[config.mk]
export PLATFORM = sky130hd
export DESIGN_NAME = can_bit_transmitter
export DESIGN_NICKNAME = d
export VERILOG_FILES = /design/src/rtl/can_bit_transmitter.sv
export SDC_FILE = /design/constraint.sdc
export NUM_CORES = 1
export LEC_CHECK = 0
export CORE_UTILIZATION = 58
export DETAILED_ROUTE_END_ITERATION = 8
export PLACE_DENSITY_LB_ADDON = 0.3
export SLEW_MARGIN = 30
export SYNTH_ARGS = -nofsm -noshare
export SYNTH_HDL_FRONTEND = slang
export SYNTH_SLANG_ARGS = --single-unit
[constraint.sdc]
create_clock -name clock -period 4.03 [get_ports clock]
set_input_delay 0.403 -clock clock [delete_from_list [all_inputs] [get_ports clock]]
set_output_delay 0.403 -clock clock [all_outputs]
set_load 0.02 [all_outputs]
[src/rtl/can_bit_transmitter.sv]
// CAN bit-level transmit engine: one nominal bit time per accepted bit,
// automatic stuff-bit insertion and bit monitoring at the sample point.
module can_bit_transmitter #(
    parameter int BRP   = 4,
    parameter int TSEG1 = 13,
    parameter int TSEG2 = 2
) (
    input  logic clock,
    input  logic reset_n,
    input  logic tx_valid,
    input  logic tx_bit,
    output logic tx_ready,
    input  logic stuff_en,
    input  logic rx_in,
    output logic tx_out,
    output logic bit_start,
    output logic sample_point,
    output logic stuff_active,
    output logic bit_error,
    output logic busy
);

    localparam int NTQ = 1 + TSEG1 + TSEG2;

    localparam logic [5:0] TQ_LAST  = 6'(BRP - 1);
    localparam logic [4:0] SEG_LAST = 5'(NTQ - 1);
    localparam logic [4:0] SEG_SP   = 5'(1 + TSEG1);

    typedef enum logic [1:0] {
        IDLE,
        DATA,
        STUFF
    } state_t;

    state_t     state;
    state_t     state_next;
    logic [5:0] tq_cnt;
    logic [4:0] seg_cnt;
    logic [2:0] run;
    logic [2:0] run_base;
    logic       last_bit;
    logic       slot_last;
    logic       stuff_due;
    logic       handshake;

    assign slot_last = (state != IDLE) && (tq_cnt == TQ_LAST) && (seg_cnt == SEG_LAST);
    assign stuff_due = slot_last && (run == 3'd5) && stuff_en;
    assign handshake = tx_valid && tx_ready;

    // A full run that was not stuffed restarts counting from zero.
    assign run_base  = (run == 3'd5 && !stuff_en) ? 3'd0 : run;

    // NOTE: reset is synchronous, so it lives inside the clocked block and
    // only takes effect at a rising edge.
    always_ff @(posedge clock) begin
        if (!reset_n) begin
            state <= IDLE;
        end else begin
            state <= state_next;
        end
    end

    always_comb begin
        state_next = state;
        case (state)
            IDLE: begin
                if (handshake) state_next = DATA;
            end
            DATA, STUFF: begin
                if (slot_last) begin
                    if (stuff_due)      state_next = STUFF;
                    else if (handshake) state_next = DATA;
                    else                state_next = IDLE;
                end
            end
            default: state_next = IDLE;
        endcase
    end

    // NOTE: every output gets a default first, so no path through this
    // block can infer a latch.
    always_comb begin
        tx_ready     = 1'b0;
        bit_start    = 1'b0;
        sample_point = 1'b0;
        stuff_active = 1'b0;
        busy         = 1'b0;
        if (state == IDLE) begin
            tx_ready = 1'b1;
        end else begin
            busy         = 1'b1;
            tx_ready     = slot_last && !stuff_due;
            bit_start    = (tq_cnt == 6'd0) && (seg_cnt == 5'd0);
            sample_point = (tq_cnt == 6'd0) && (seg_cnt == SEG_SP);
            stuff_active = (state == STUFF);
        end
    end

    // NOTE: sequential state uses non-blocking assignments so every register
    // samples the values from before this edge.
    always_ff @(posedge clock) begin
        if (!reset_n) begin
            tx_out    <= 1'b1;
            last_bit  <= 1'b0;
            run       <= 3'd0;
            tq_cnt    <= 6'd0;
            seg_cnt   <= 5'd0;
            bit_error <= 1'b0;
        end else begin
            bit_error <= sample_point && (rx_in != tx_out);

            if (state == IDLE || slot_last) begin
                tq_cnt  <= 6'd0;
                seg_cnt <= 5'd0;
            end else if (tq_cnt == TQ_LAST) begin
                tq_cnt  <= 6'd0;
                seg_cnt <= seg_cnt + 5'd1;
            end else begin
                tq_cnt  <= tq_cnt + 6'd1;
            end

            if (state == IDLE) begin
                if (handshake) begin
                    tx_out   <= tx_bit;
                    last_bit <= tx_bit;
                    run      <= 3'd1;
                end
            end else if (slot_last) begin
                if (stuff_due) begin
                    tx_out   <= ~last_bit;
                    last_bit <= ~last_bit;
                    run      <= 3'd1;
                end else if (handshake) begin
                    tx_out   <= tx_bit;
                    last_bit <= tx_bit;
                    run      <= (tx_bit == last_bit) ? run_base + 3'd1 : 3'd1;
                end else begin
                    tx_out <= 1'b1;
                    run    <= 3'd0;
                end
            end
        end
    end

endmodule
After elaboration in Yosys (flattened, before gate mapping)
Cells that the tools add are included.
Word-level totals
  flip-flop bits (word level): 19
  bits of input ports: 6
  output and inout port bits: 7
  word-level logic and storage cells: 71
Cells by class
  $add $sub $neg: 3
  eq/ne operators: 10
  mux-type cells: 26
  bitwise operators: 2
  reductions and logical operators: 23
Operator list (count)
  two-way mux 3 bit: 7
  two-way mux 1 bit: 15
  equality test 5 x 4 -> 1 bit (second input constant): 2
  logical AND 1 bit: 10
  adder 6 x 1 -> 6 bit (second input constant): 1
  equality test 6 x 2 -> 1 bit (second input constant): 1
  logical NOT 6 bit: 1
  two-way mux 2 bit: 3
  adder 5 x 1 -> 5 bit (second input constant): 1
  logical NOT 5 bit: 1
  != test 2 bit (second input constant): 2
  case mux 2 bit (2 select lines): 1
  AND reduction 2 bit: 2
  nonzero test 2 bit: 2
  OR reduction 2 bit: 2
  adder 3 x 1 -> 3 bit (second input constant): 1
  equality test 3 bit (second input constant): 1
  OR reduction 3 bit: 1
  equality test 2 x 1 -> 1 bit (second input constant): 1
  equality test 2 bit (second input constant): 1
  logical NOT 1 bit: 2
  logical NOT 2 bit: 1
  inverter 1 bit: 2
  equality test 1 bit: 1
  other kinds (2): 2

Depth between registers and ports, before layout
  word-level depth: 13
  mapped depth: 7
  gate-level depth less buffers: 7

Least setup slack after synthesis
Ideal clock, no wire load.
  path kind: register -> output
  start point: register state[0]
  end point: output bit_start
  arrival: 1.922 ns
  data required time: 3.627 ns
  slack: 1.705 ns
  stages on the path, launching flop included: 7
  buffers on the path: 1
  path through: dfxtp_1 > inv_1 > ha_1 > clkbuf_1 > inv_1 > nand4_1 > nor4b_1
Between the ends
  longest elaborated chain between the ends: 2
RTL lines
  from (decl): line 35  | state_t state;
  from (signal assigned): line 59  | state <= state_next;
  logical NOT 2 bit: line 88  | if (state == IDLE) begin
  two-way mux 1 bit: line 88
  to (decl): line 16  | output logic bit_start,
Every way passes these cells.

Worst setup path after layout
  start point: register seg_cnt[0]
  end point: output tx_ready
Between the ends
  longest elaborated chain between the ends: 7
RTL lines
  from (decl): line 38  | logic [4:0] seg_cnt;
  from (signal assigned): line 117  | seg_cnt <= seg_cnt + 5'd1;
  equality test 5 x 4 -> 1 bit *: line 46  | assign slot_last = (state != IDLE) && (tq_cnt == TQ_LAST) && (seg_cnt == SEG_LAST);
  logical AND 1 bit *: line 46
  logical AND 1 bit (2 in series): line 47  | assign stuff_due = slot_last && (run == 3'd5) && stuff_en;
  logical NOT 1 bit: line 92  | tx_ready = slot_last && !stuff_due;
  logical AND 1 bit *: line 92
  two-way mux 1 bit *: line 88
  to (decl): line 12  | output logic tx_ready,
Mark *: on every way between the ends. The rest lies on a longest branch, timed or not.

==> reports/qor.json <==
{
  "outcome": {"value": "finished clean"},
  "dr_wl_met3": {"value": 78, "unit": "um"},
  "largest_net_degree_at_the_start_of_global_routing": {"value": 13},
  "timing.reg2reg.setup_slack": {"value": 2.06, "unit": "ns"},
  "finalCriticalPeriod": {"value": 2.893, "unit": "ns"},
  "cts_tree": {"value": "built"},
  "power": {"value": 0.0003415, "unit": "W"},
  "vias_in_the_first_global_route": {"value": 846},
  "htree_levels": {"value": 1},
  "post-synth-top-area-fraction": {"value": 0.3341},
  "synth_fa_ha_area_frac": {"value": 0.09890},
  "synth_cells": {"value": 134},
  "dpl-instance-area": {"value": 0.001264, "unit": "mm^2"},
  "timing.fmax": {"value": 345.6, "unit": "MHz"},
  "critical_path_arrival": {"value": 2.49, "unit": "ns"},
  "post_synth_xor_area_fraction": {"value": 0.04615},
  "setup-violations-final": {"value": 0},
  "power_density": {"value": 264.7, "unit": "mW/mm^2"},
  "design_area": {"value": 0.001290, "unit": "mm^2"},
  "finalHoldViolations": {"value": 0},
  "synth.mux.area_fraction": {"value": 0.009890},
  "detail_route.wirelength.met1": {"value": 1.037, "unit": "mm"},
  "timing.max_cap.violations": {"value": 0},
  "slowest_stage": {"value": "sky130_fd_sc_hd__clkdlybuf4s50_1"},
  "clk_latency": {"value": 0.30, "unit": "ns"},
  "antenna_found_initial": {"value": 0},
  "drt-initial-drc-count": {"value": 19},
  "post-synth-top-count-cell": {"value": "sky130_fd_sc_hd__dfxtp_1"},
  "synth_warnings": {"value": 0},
  "synth_top_family_by_area": {"value": "simple AND/OR/NAND/NOR gates"},
  "detail_route.vias_per_cell": {"value": 5.813},
  "post_synth_top_area_cell": {"value": "sky130_fd_sc_hd__dfxtp_1"},
  "worst_hold_margin": {"value": 0.4575, "unit": "ns"},
  "synth_flop_type": {"value": "sky130_fd_sc_hd__dfxtp_1"},
  "clk_path_buf_depth": {"value": 2},
  "pin_count": {"value": 13},
  "synthesis.area": {"value": 0.001139, "unit": "mm^2"},
  "worstPathMaxFanout": {"value": 9},
  "asyncSetResetFlopFracSynth": {"value": 0},
  "crit_type": {"value": "flip-flop to output port"},
  "drt-wirelength-per-cell": {"value": 12.51, "unit": "um"},
  "nFillCells": {"value": 143},
  "synth.net_count": {"value": 149},
  "initial_utilization": {"value": 0.6386},
  "chipWidth": {"value": 46.31, "unit": "um"},
  "required": {"value": 3.63, "unit": "ns"},
  "wl": {"value": 2.139, "unit": "mm"},
  "relSlewSlack": {"value": 0.7428},
  "port-buffer-count": {"value": 12},
  "clk_pin_slew_worst_paths": {"value": 0.10, "unit": "ns"},
  "seq_area_frac_synth": {"value": 0.3341},
  "grt_setup_unrepaired": {"value": "no"},
  "cts_made_buffers": {"value": 3},
  "gp_routability_congestion": {"value": 0.8319},
  "peakVddDrop": {"value": 0.2077, "unit": "mV"},
  "timing.critical_path.from_type": {"value": "flip-flop"},
  "grt-ovfl-total": {"value": 0},
  "number_of_hold_repair_buffers_added_at_the_cts_stage": {"value": 0},
  "cts_sinks": {"value": 19},
  "core_region_area": {"value": 0.001783, "unit": "mm^2"},
  "number_of_instances_resized_during_post_cts_repair": {"value": 0},
  "worst_clock_skew": {"value": 0.004268, "unit": "ns"},
  "row_count": {"value": 15},
  "design.die.area": {"value": 0.002144, "unit": "mm^2"},
  "area_growth": {"value": 13.30, "unit": "%"},
  "synth-edff-count": {"value": 0},
  "nNetsFinal": {"value": 162},
  "yosys.area_share.simple": {"value": 0.3011},
  "top_layer": {"value": "met4"},
  "power_leakage": {"value": 0.4758, "unit": "nW"},
  "slowest_delay": {"value": 0.66, "unit": "ns"},
  "route.vias.total": {"value": 994},
  "placedCellCount": {"value": 167},
  "firstDrtPassIters": {"value": 4},
  "post-cts-setup-buffer-count": {"value": 0},
  "die_height": {"value": 46.31, "unit": "um"},
  "crit_chain": {"value": "ha_1 -> and3_1 -> ha_1 -> nand2_1 -> o31ai_1 -> clkdlybuf4s50_1"},
  "period_share": {"value": 0.7180},
  "global_route_wire_length_before_repair": {"value": 3.588, "unit": "mm"},
  "synth_compound_gate_area_share": {"value": 0.1538},
  "worst_hold_path_type": {"value": "flip-flop to flip-flop"},
  "cell_family_contributing_the_most_delay_on_the_critical_path": {"value": "buffers and inverters"},
  "yosys_register_bits": {"value": 19},
  "final_layout_size_suffix_gt1_frac": {"value": 0.06849},
  "post_synth.cell_area_avg": {"value": 8.497, "unit": "um^2"},
  "critPathBufInv": {"value": 1},
  "final-instance-count-excl-fill": {"value": 171},
  "cpMostUsedCell": {"value": "sky130_fd_sc_hd__ha_1"},
  "cts.root.buffer_cell": {"value": "sky130_fd_sc_hd__clkbuf_4"},
  "met2_wirelength": {"value": 1.015, "unit": "mm"},
  "maxSlewViolCount": {"value": 0},
  "netlist-cell-type-count": {"value": 39},
  "drt_drc_violations_left": {"value": 0},
  "timing_worst_slew_pin_value": {"value": 0.3846, "unit": "ns"},
  "synthTopCellsByArea": {"value": "sky130_fd_sc_hd__dfxtp_1 33%, sky130_fd_sc_hd__ha_1 9.9%, sky130_fd_sc_hd__nand2_1 4.0%"},
  "antenna-diode-count": {"value": 0},
  "fin_tns_setup": {"value": 0, "unit": "ns"},
  "grt_usage": {"value": 0.2331},
  "synth.top_cells.by_count": {"value": "19 x sky130_fd_sc_hd__dfxtp_1, 12 x sky130_fd_sc_hd__nand2_1, 10 x sky130_fd_sc_hd__inv_1"},
  "route.antenna.remaining_nets": {"value": 0},
  "post-dp-hpwl": {"value": 1.627, "unit": "mm"},
  "endpoint_class_of_the_critical_path": {"value": "output port"}
}
-- final timing paths --
| path | start | to | cells past startpoint |
|---|---|---|---|
| max | seg_cnt[0] | tx_ready | 6 |
| min | seg_cnt[4] | seg_cnt[4] | 2 |
| max reg2reg | seg_cnt[0] | run[0] | 6 |
| min reg2reg | seg_cnt[4] | seg_cnt[4] | 2 |
-- kinds of logic after synthesis --
kind of cell,Yosys count
AND/OR/NAND/NOR,58
multiplexers,1
XOR/XNOR,6
AO/OA/AOI/OAI,27
flip-flops,19
buffers and inverters,14
adder cells (fa/ha/maj),9
-- power by group --
group	internal (W)	switching, W
clock network	0.0000386	0.0000562
registers	0.000192	0.00000387
logic	0.0000237	0.0000276
-- sequential cells by signal, summed over array words and instances (netlist names) --
signal	flops
bit_error	1
last_bit	1
run	3
seg_cnt	5
state	2
tq_cnt	6
tx_out	1
-- per-stage QoR --
| stage | util | setup slack [ns] |
|---|---|---|
| 2_1_floorplan | - | 1.705 |
| 3_3_place_gp | 0.7088 | 1.555 |
| 3_5_place_dp | 0.7088 | 1.486 |
| 4_1_cts | 0.7235 | 1.143 |
| 5_1_grt | 0.7235 | 0.9997 |
| 6_report | 0.7235 | 1.137 |
-- tightest hold or removal path: stages (launching register included) --
cell and delay (ns):
sky130_fd_sc_hd__dfxtp_1 0.32, sky130_fd_sc_hd__nand2_1 0.05, sky130_fd_sc_hd__a21oi_1 0.05
-- cell usage in the layout (no fill, tap or decap), types with 2 or more instances in the layout --
cell type	netlist	routed
sky130_fd_sc_hd__nand3_1	7	7
sky130_fd_sc_hd__clkbuf_4	0	3
sky130_fd_sc_hd__nand4_1	5	5
sky130_fd_sc_hd__o22ai_1	2	2
sky130_fd_sc_hd__nand2_1	12	12
sky130_fd_sc_hd__or3_2	2	2
sky130_fd_sc_hd__clkdlybuf4s50_1	0	12
sky130_fd_sc_hd__nand4b_1	2	2
sky130_fd_sc_hd__ha_1	9	9
sky130_fd_sc_hd__inv_1	10	10
sky130_fd_sc_hd__nand2b_1	3	3
sky130_fd_sc_hd__a21oi_1	6	6
sky130_fd_sc_hd__and3_1	5	5
sky130_fd_sc_hd__xnor2_1	3	3
sky130_fd_sc_hd__xor2_1	3	3
sky130_fd_sc_hd__a21boi_0	3	3
sky130_fd_sc_hd__nor2_1	9	9
sky130_fd_sc_hd__dfxtp_1	19	19
sky130_fd_sc_hd__o21ai_0	8	8
sky130_fd_sc_hd__nor2b_1	4	4
-- layer usage --
metal / vias up / GRT usage
met5: - / 0
met4: 0 / 0.03529
met3: 3 / 0.07059
met2: 18 / 0.3917
met1: 469 / 0.2952
li1: 504 / -
-- cell type report --
| class | instances | area, um^2 | area share |
|---|---|---|---|
| Clock buffer | 4 | 26.28 | 0.02037 |
| Inverter | 10 | 37.54 | 0.02910 |
| Multi-Input combinational cell | 101 | 694.4 | 0.5383 |
| Tap cell | 25 | 31.28 | 0.02425 |
| Timing Repair Buffer | 12 | 120.1 | 0.09311 |
| Sequential cell | 19 | 380.4 | 0.2949 |
Power figures use the tool's default switching activity.
